### src/rtl/registrodesp_param.sv
// rtl/registrodesp_param.sv - parametrised universal shift register with auto-shift burst
module registrodesp_param #(
    parameter int WIDTH = 8,
    parameter int CNT_W = 4
) (
    input  logic             clk,
    input  logic             rst,
    input  logic             enb,
    input  logic             dir,
    input  logic             s_in,
    input  logic [1:0]       mode,
    input  logic [WIDTH-1:0] d,
    input  logic [CNT_W-1:0] cnt,
    input  logic             start,
    output logic [WIDTH-1:0] q,
    output logic             s_out,
    output logic             busy,
    output logic             done
);

    localparam logic [1:0] MODE_SHIFT  = 2'b00;
    localparam logic [1:0] MODE_ROTATE = 2'b01;
    localparam logic [1:0] MODE_LOAD   = 2'b10;
    localparam logic [1:0] MODE_ARITH  = 2'b11;

    typedef enum logic {
        IDLE  = 1'b0,
        BURST = 1'b1
    } state_t;

    state_t           state, state_n;
    logic [WIDTH-1:0] q_n;
    logic [CNT_W-1:0] rem, rem_n;
    logic [1:0]       lmode, lmode_n;
    logic             ldir, ldir_n;
    logic             done_n;
    logic             dir_eff;

    // Single-step register transform; dir=0 moves bits toward the MSB.
    function automatic logic [WIDTH-1:0] apply_op(
        input logic [WIDTH-1:0] cur,
        input logic [1:0]       op,
        input logic             rdir,
        input logic             sin,
        input logic [WIDTH-1:0] pdata
    );
        logic [WIDTH-1:0] r;
        r = cur;
        case (op)
            MODE_SHIFT:  r = rdir ? {sin, cur[WIDTH-1:1]} : {cur[WIDTH-2:0], sin};
            MODE_ROTATE: r = rdir ? {cur[0], cur[WIDTH-1:1]} : {cur[WIDTH-2:0], cur[WIDTH-1]};
            MODE_LOAD:   r = pdata;
            MODE_ARITH:  r = rdir ? {cur[WIDTH-1], cur[WIDTH-1:1]} : {cur[WIDTH-2:0], 1'b0};
            default:     r = cur;
        endcase
        return r;
    endfunction

    // State register plus datapath registers; reset wins over everything, including mid-burst.
    always_ff @(posedge clk) begin
        if (rst) begin
            state <= IDLE;
            q     <= '0;
            rem   <= '0;
            lmode <= MODE_SHIFT;
            ldir  <= 1'b0;
            done  <= 1'b0;
        end else begin
            state <= state_n;
            q     <= q_n;
            rem   <= rem_n;
            lmode <= lmode_n;
            ldir  <= ldir_n;
            done  <= done_n;
        end
    end

    // Next-state logic: manual ops in IDLE, latched-op countdown in BURST; enb=0 freezes both.
    always_comb begin
        state_n = state;
        q_n     = q;
        rem_n   = rem;
        lmode_n = lmode;
        ldir_n  = ldir;
        done_n  = 1'b0;
        case (state)
            IDLE: begin
                if (enb) begin
                    if (start && (cnt != '0) && (mode != MODE_LOAD)) begin
                        // Entry edge only captures the burst; q is left untouched.
                        state_n = BURST;
                        rem_n   = cnt;
                        lmode_n = mode;
                        ldir_n  = dir;
                    end else begin
                        q_n = apply_op(q, mode, dir, s_in, d);
                    end
                end
            end
            BURST: begin
                if (enb) begin
                    // s_in is sampled live so a shift burst can serialise fresh bits in.
                    q_n   = apply_op(q, lmode, ldir, s_in, d);
                    rem_n = rem - CNT_W'(1);
                    if (rem == CNT_W'(1)) begin
                        state_n = IDLE;
                        done_n  = 1'b1;
                    end
                end
            end
            default: state_n = IDLE;
        endcase
    end

    // Exit-end bit follows the direction actually in force this cycle.
    always_comb begin
        dir_eff = (state == BURST) ? ldir : dir;
        s_out   = dir_eff ? q[0] : q[WIDTH-1];
        busy    = (state == BURST);
    end

endmodule

### config.mk
export PLATFORM = sky130hd
export DESIGN_NAME = registrodesp_param
export DESIGN_NICKNAME = d
export VERILOG_FILES = /design/src/rtl/registrodesp_param.sv
export SDC_FILE = /design/constraint.sdc
export NUM_CORES = 1
export LEC_CHECK = 0
export ABC_AREA = 0
export CAP_MARGIN = 20
export CELL_PAD_IN_SITES_DETAIL_PLACEMENT = 0
export CELL_PAD_IN_SITES_GLOBAL_PLACEMENT = 2
export CORE_ASPECT_RATIO = 0.6
export CORE_MARGIN = 3
export CORE_UTILIZATION = 29
export DETAILED_ROUTE_END_ITERATION = 6
export MAX_ROUTING_LAYER = met4
export PLACE_DENSITY = 0.91
export SLEW_MARGIN = 15
export SYNTH_ARGS = -nofsm -noshare
export SYNTH_HDL_FRONTEND = slang
export SYNTH_SLANG_ARGS = --single-unit
export TNS_END_PERCENT = 5
### constraint.sdc
create_clock -name clk -period 2.3 [get_ports clk]
set_input_delay 0.23 -clock clk [delete_from_list [all_inputs] [get_ports clk]]
set_output_delay 0.23 -clock clk [all_outputs]
set_load 0.005 [all_outputs]
==> results.yml, run 1 <==
outcome:
  outcome: "finished, final reports clean"
synthesis:
  synthArstFlopShare_pct: 0
  yosysTopAreaCellShare_pct: 25.28
  yosys-top-cells-area: "dfxtp_1 25%, mux2_2 12%, mux2i_1 11%"
  syn_inst: 163
  synth_ff_type: "dfxtp_1"
  synth_edf_count: 0
  yosys-top-cells-count: "17 x dfxtp_1, 15 x mux2i_1, 15 x nor2_1"
  synth_area_sq_mm: 0.001346
  seq_area_frac_synth_pct: 25.28
  synth_most_common_cell: "dfxtp_1"
  synth_largest_area_cell: "dfxtp_1"
  ys_seq_elements: 17
  yosys_warnings: 0
  synth.net_count: 185
  avgSynthCellArea_sq_um: 8.259
  ys_types: 33
die:
  dieArea_sq_mm: 0.005523
  rows: 18
  initial_core_util_pct: 31.46
  die_x_um: 93.96
  core-area_sq_mm: 0.004279
  ios: 31
  fp.dieH_um: 58.78
placed_design:
  place_ws_ns: 0.3044
  portBuffers: 30
  place_congestion: 0.8460
  dp_hpwl_um: 2915
cts:
  cts.sinks: 17
  numCtsBuffers: 3
  post_cts_buffers: 0
  clk_latency_ns: 0.25
  cts_tree: "done"
  hold_buffers: 0
  htree_num_levels: 1
  cts.repair.resized: 0
  clk_pin_slew_worst_paths_ns: 0.06
  clock_path_buffers: 2
  root_buffer: "clkbuf_8"
setup_path:
  cp-end-kind: "primary output"
  max_stage_delay_ns: 0.59
  startpoint: "ldir"
  cp_max_fo: 9
  path_class: "flop to primary output"
  path_cells: "mux2i_1 -> mux2_2 -> clkdlybuf4s50_1"
  crit_buf_inv: 1
  cp.arrival_ns: 1.72
  crit_family: "flip-flops"
  critPathLaunchType: "flop"
  slowest_stage: "dfxtp_1"
  r2r-start: "lmode[0]"
  required_ns: 2.07
detailed_routing:
  route.detailed.drc: 0
  drtIter0Drc: 120
  wire_per_inst_um: 16.19
  drtPass1Iterations: 4
  antenna_left: 0
  totalWireLength_um: 4031
  routed_via_density: 5.398
  vias: 1344
pwr:
  total_power_w: 0.0008485
  leakage_nw: 0.6333
  pwr-share-clk_pct: 25.9
  ir_drop_uv: 203.2
  comb_power_share_pct: 32.1
  seq_power_share_pct: 42.0
  switchingPower_w: 0.0002592
  switching_share_pct: 30.55
  p_int_w: 0.0005893
  power_density_mw_per_mm2: 485.1
layout:
  drive_gt1_share_pct: 14.29
  diodes: 0
  nets: 212
  syn2layout_area_growth_pct: 29.93
timing:
  clock.fmax_mhz: 513.9
  slew_viol_final: 0
  min_period_ns: 1.946
  fin_crit_sh_pct: 84.60
  worstMarginPinSlew_ns: 0.6688
  grt_setup_unrepaired: "no"
  fin_skew_ns: 0.001446
  finalSetupTns_ns: 0
  setup_slack_ns: 0.3542
  hold_violations: 0
  setup_viol: 0
  slew_headroom_pct: 55.27
grt:
  grt_pass1_vias: 1280
  met2_usage_pct: 23.31
  grt_pass1_wl_um: 6844
  grt_start_max_net_pins: 33
  grt_most_used_layer: "met1"
  grtUsageMet1_pct: 24.11
  grt_overflow: 0
  grt_usage_pct: 16.39
  antenna_found_initial: 0
  gr-usage-met3_pct: 3.959
min_path:
  hold_start: "rem[0]"
  hp-class: "flop to flop"
run:
  cap_violations: 0
## power groups by stage
stage                     Combinational (W)  Sequential (W)  Clock [W]
after global placement             0.000268        0.000360          0
after detailed placement           0.000271        0.000362          0
after floorplan                    0.000169        0.000347          0
final                              0.000272        0.000357   0.000220
after CTS                          0.000273        0.000356   0.000223
after global routing               0.000303        0.000361   0.000241
## area by class of cell
| type | count | area (sq um) |
|---|---|---|
| fillers | 419 | 2530 |
| multi-input cells | 126 | 917.1 |
| repair buffers | 37 | 352.8 |
| flip-flops and latches | 17 | 340.3 |
| well taps | 60 | 75.07 |
| clock buffers | 4 | 45.04 |
| inverters | 5 | 18.77 |
## per-layer routing
layer	vias up	share of wire [%]
met5	-	0
met2	45	42
met4	0	0.35
met1	635	51
li1	662	-
met3	2	6.3
## stage by stage
step	area, sq um	utilization [%]	std cells	hold slack, ns
after global placement	1704	39.82	245	0.5368
after global routing	1749	40.88	249	0.5632
final	1749	40.88	249	0.5457
after CTS	1749	40.88	249	0.5448
after floorplan	1346	-	163	0.3819
after detailed placement	1704	39.82	245	0.5361
## flip-flops by register name, indices dropped and copies added, names as in the netlist
name   count
ldir       1
q          8
done       1
busy       1
rem        4
lmode      2
## worst paths after layout
kind	end	slack (ns)	cells after the start
setup / recovery	s_out	0.35	3
hold reg to reg	rem[0]	0.55	1
setup reg to reg	q[3]	0.65	4
hold / removal	rem[0]	0.55	1
## placed cells by master, fill, tap and decap left out, types with 5 or more instances in the layout
| cell | Yosys | routed |
|---|---|---|
| mux2i_1 | 15 | 15 |
| nand2b_1 | 7 | 7 |
| a211oi_1 | 13 | 13 |
| nand3_1 | 6 | 6 |
| nor2_1 | 15 | 15 |
| clkdlybuf4s50_1 | 0 | 30 |
| nor3b_1 | 7 | 7 |
| nand2_1 | 6 | 6 |
| a21oi_1 | 14 | 14 |
| buf_4 | 0 | 7 |
| mux2_2 | 14 | 14 |
| dfxtp_1 | 17 | 17 |
| inv_1 | 5 | 5 |
| o21ai_0 | 5 | 5 |
## cell families after synthesis
family / after synthesis / synth area share, %
compound gates: 49 / 25.47
fa+ha+maj: 2 / 1.858
buf+inv: 20 / 6.598
flops: 17 / 25.28
mux: 29 / 22.86
simple gates: 46 / 17.94
Note: power is estimated with default switching activity, not from simulation.
==> run 2, diff against run 1 <==
Clock period 2.3 ns to 2 ns, I/O delays scaled along.
==> run 2 against run 1 <==
Compared with the run above:
- critical path type unchanged
- largest cell class unchanged
- routed wire length about the same
- sequential power rose by 14%
- design area grew 1.6%
- critical path depth is the same
- worst setup slack worse by 0.24 ns
- clock-buffer cell count decreased by 1
- non-clock buffer count is 2 higher
- clock power increased by 18%
==> results.yml, run 2 (same netlist as run 1, synthesis figures left out) <==
outcome:
  outcome: "finished, final reports clean"
die:
  dieArea_sq_mm: 0.005523
  rows: 18
  fp.dieH_um: 58.78
  die_x_um: 93.96
  initial_core_util_pct: 31.46
  core-area_sq_mm: 0.004279
  ios: 31
timing:
  hold_violations: 0
  slew_viol_final: 0
  setup_viol: 0
  finalSetupTns_ns: 0
  fin_crit_sh_pct: 94.37
  min_period_ns: 1.887
  worstMarginPinSlew_ns: 0.6462
  fin_skew_ns: 0.005537
  grt_setup_unrepaired: "no"
  clock.fmax_mhz: 529.8
  slew_headroom_pct: 56.78
cts:
  clock_path_buffers: 2
  root_buffer: "clkbuf_8"
  htree_num_levels: 1
  cts_tree: "done"
  clk_latency_ns: 0.25
  clk_pin_slew_worst_paths_ns: 0.07
  cts.sinks: 17
  post_cts_buffers: 0
  hold_buffers: 0
  numCtsBuffers: 3
  cts.repair.resized: 0
detailed_routing:
  wire_per_inst_um: 16.06
  route.detailed.drc: 0
  wl_met3_um: 259
  drt-met1-wl_um: 1980
  drtIter0Drc: 51
  totalWireLength_um: 4032
  drtPass1Iterations: 4
  met2WireLength_um: 1783
  vias: 1378
  routed_via_density: 5.490
  antenna_left: 0
  top_layer: "met4"
grt:
  grt_pass1_vias: 1334
  grt_usage_pct: 15.96
  grt_overflow: 0
  antenna_found_initial: 0
  grt_pass1_wl_um: 6672
  grt_start_max_net_pins: 33
placed_design:
  place_congestion: 0.8183
  dp_cells: 247
  portBuffers: 30
  dp_hpwl_um: 3070
  placed_area_sq_mm: 0.001732
pwr:
  switchingPower_w: 0.0003097
  switching_share_pct: 31.26
  p_int_w: 0.0006810
  power_density_mw_per_mm2: 557.2
  ir_drop_uv: 196.8
  comb_power_share_pct: 32.8
  leakage_nw: 0.6502
  seq_power_share_pct: 41.1
  pwr-share-clk_pct: 26.1
layout:
  drive_gt1_share_pct: 15.71
  seq_area_sq_um: 340.3
  largest_register_ffs: 8
  final_common_cell: "clkdlybuf4s50_1"
  fill_cells: 461
  diodes: 0
  fin_area_sq_mm: 0.001778
  reg_top3: "q: 8 flops, rem: 4 flops, lmode: 2 flops"
  multi_input_area_sq_um: 917.1
  instances_no_fill: 251
  nets: 214
  syn2layout_area_growth_pct: 32.06
  regMostFlops: "q"
  final_cell_mix: "30 x clkdlybuf4s50_1, 17 x dfxtp_1, 15 x mux2i_1, 15 x nor2_1"
setup_path:
  path_class: "flop to primary output"
  cp_max_fo: 8
  reg2reg_setup_slack_ns: 0.32
  cp.arrival_ns: 1.69
  critPathLaunchType: "flop"
  required_ns: 1.80
  cp-end-kind: "primary output"
run:
  cap_violations: 0
min_path:
  hp-class: "flop to flop"
[run 2: changes by cell type in the layout (fill, tap and decap cells not counted)]
cell	change
buf_4	+1
clkinv_2	+1
buf_12	+1
clkbuf_1	-1
[run 2: routing by layer]
metal / GRT usage [%] / up-vias
li1: - / 666
met1: 22.77 / 664
met2: 23.31 / 46
met3: 4.215 / 2
met4: 1.852 / 0
met5: - / -
[run 2: path summary, 6_finish.rpt]
kind,startpoint,cells after the start,end
setup / recovery,ldir,3,s_out
hold / removal,rem[3],2,rem[3]
setup reg to reg,busy,4,rem[2]
hold reg to reg,rem[3],2,rem[3]
[run 2: final cells by class]
class                   instances  share of cell area (%)
clock buffers                   3                   2.322
clock inverters                 1                  0.2815
flip-flops and latches         17                   19.14
multi-input cells             126                   51.58
repair buffers                 39                   21.39
well taps                      60                   4.222
inverters                       5                   1.056
[run 2: critical path: stages, from the launching register on]
cell and delay [ns]:
dfxtp_1 0.55, mux2i_1 0.15, mux2_2 0.25, clkdlybuf4s50_1 0.49
[run 2: power by group through the flow]
stage               combinational (W)  clock (W)  sequential [W]
global placement             0.000317          0        0.000412
finish                       0.000325   0.000259        0.000407
detailed placement           0.000325          0        0.000413
global route                 0.000361   0.000281        0.000411
CTS                          0.000326   0.000266        0.000407
floorplan                    0.000195          0        0.000399
[run 2: through the flow]
step | hold WS (ns) | utilization, % | power, W | worst slack (ns)
2_1_floorplan | 0.3519 | - | 0.0005943 | 0.3547
3_3_place_gp | 0.5420 | 40.47 | 0.0007287 | 0.08384
3_5_place_dp | 0.5436 | 40.47 | 0.0007378 | 0.009224
4_1_cts | 0.5548 | 41.55 | 0.0009984 | 0.06710
5_1_grt | 0.5828 | 41.55 | 0.001053 | 0.003497
6_report | 0.5706 | 41.55 | 0.0009907 | 0.1126
==> run 3, diff against run 2 <==
Settings changed: CTS_CLUSTER_DIAMETER set to 100, SETUP_SLACK_MARGIN set to 0.2.
==> run 3 against run 2 <==
Compared with the run above:
- largest cell class unchanged
- total power hardly changed
- largest power group unchanged
- flip-flop and latch count unchanged
- critical path depth grew 3
- routed wire length is 1.5% higher
- non-clock buffer count is 1 higher
- final cell count rose by 0.40%
- sequential share of layout area up 0.092 points
- global-route usage up 0.056 points
- critical endpoint is now q[7]
- combinational power is 2% higher
- first-iteration DRC count shrank 18%
- fmax grew 9.2%
==> results.yml, run 3 (same netlist as run 1, synthesis figures left out) <==
outcome:
  outcome: "finished, final reports clean"
setup_path:
  critPathLaunchType: "primary input"
  reg2reg_setup_slack_ns: 0.33
  cp_max_fo: 16
  path_class: "primary input to flop"
  cp-end-kind: "flop"
  required_ns: 2.16
  cp.arrival_ns: 1.89
pwr:
  ir_drop_uv: 197.4
  power_density_mw_per_mm2: 551.8
  total_power_w: 0.0009907
  leakage_nw: 0.6609
timing:
  hold_violations: 0
  clock.fmax_mhz: 578.4
  finalSetupTns_ns: 0
  setup_viol: 0
  min_period_ns: 1.729
  grt_setup_unrepaired: "yes"
  fin_crit_sh_pct: 86.45
  fin_skew_ns: 0.004055
  slew_viol_final: 0
  worstMarginPinSlew_ns: 0.6582
  slew_headroom_pct: 55.98
min_path:
  hp-class: "flop to flop"
placed_design:
  portBuffers: 30
  dp_hpwl_um: 3070
  place_congestion: 0.8183
cts:
  root_buffer: "clkbuf_8"
  numCtsBuffers: 3
  htree_num_levels: 1
  clock_path_buffers: 2
  cts_tree: "done"
  cts.sinks: 17
  clk_latency_ns: 0.25
  clk_pin_slew_worst_paths_ns: 0.07
detailed_routing:
  drtPass1Iterations: 4
  route.detailed.drc: 0
  drtIter0Drc: 42
  antenna_left: 0
  routed_via_density: 5.552
  vias: 1399
  totalWireLength_um: 4094
  wire_per_inst_um: 16.25
run:
  cap_violations: 0
layout:
  nets: 215
  fill_cells: 457
  drive_gt1_share_pct: 17.71
  regMostFlops: "q"
  largest_register_ffs: 8
  syn2layout_area_growth_pct: 33.36
  reg_top3: "q: 8 flops, rem: 4 flops, lmode: 2 flops"
  final_cell_mix: "29 x clkdlybuf4s50_1, 15 x mux2i_1, 15 x nor2_1, 15 x dfxtp_1"
  diodes: 0
  final_common_cell: "clkdlybuf4s50_1"
grt:
  grt_usage_pct: 16.01
  grt_pass1_vias: 1347
  grt_overflow: 0
  antenna_found_initial: 0
  grt_start_max_net_pins: 33
  grt_pass1_wl_um: 6699
die:
  ios: 31
  rows: 18
  dieArea_sq_mm: 0.005523
  core-area_sq_mm: 0.004279
  die_x_um: 93.96
  initial_core_util_pct: 31.46
  fp.dieH_um: 58.78
run 3: final timing paths:
path | from | cells past startpoint | end
worst max-delay path | cnt[2] | 6 | q[7]
worst min register to register | rem[0] | 1 | rem[0]
worst min-delay path | rem[0] | 1 | rem[0]
worst max register to register | busy | 4 | rem[2]
run 3: cell type report:
| type | instances | area [sq um] | area share (%) |
|---|---|---|---|
| multi-input combinational | 126 | 923.4 | 51.43 |
| tap | 60 | 75.07 | 4.181 |
| clock buffer | 3 | 41.29 | 2.300 |
| timing repair buffer | 40 | 386.6 | 21.53 |
| sequential | 17 | 345.3 | 19.23 |
| inverter | 5 | 18.77 | 1.045 |
| clock inverter | 1 | 5.005 | 0.2787 |
run 3: metal layers:
metal / vias up / share of wire [%] / GRT usage [%]
met5: - / 0 / -
met2: 44 / 44 / 23.81
met1: 680 / 49 / 22.53
met3: 4 / 6.6 / 4.215
li1: 671 / - / -
met4: 0 / 0.83 / 1.852
run 3: worst max-delay path, cell delays in order:
cell and delay, ns:
clkdlybuf4s50_1 0.44, or4_4 0.59, a31oi_4 0.19, buf_12 0.16, a21oi_1 0.06, a311oi_1 0.24
run 3: repair_timing:
action | in CTS | in global routing
hold buffers | 0 | 0
endpoints found under the hold margin | 0 | 0
setup endpoints to repair | 1 | 3
setup buffers | 1 | 0
gates resized for setup | 4 | 1
run 3: where the power goes:
part	internal, W	switching (W)
Combinational	0.000179	0.000151
Sequential	0.000364	0.0000402
Clock	0.000138	0.000119
run 3: through the flow:
step,area (sq um),setup slack [ns],hold slack (ns),cells,utilization (%)
after floorplan,1346,0.3547,0.3519,163,-
after global placement,1732,0.08384,0.5420,247,40.47
after detailed placement,1732,0.009224,0.5436,247,40.47
after CTS,1789,0.2758,0.5548,252,41.81
after global routing,1795,0.1730,0.5829,252,41.96
final,1795,0.2710,0.5628,252,41.96
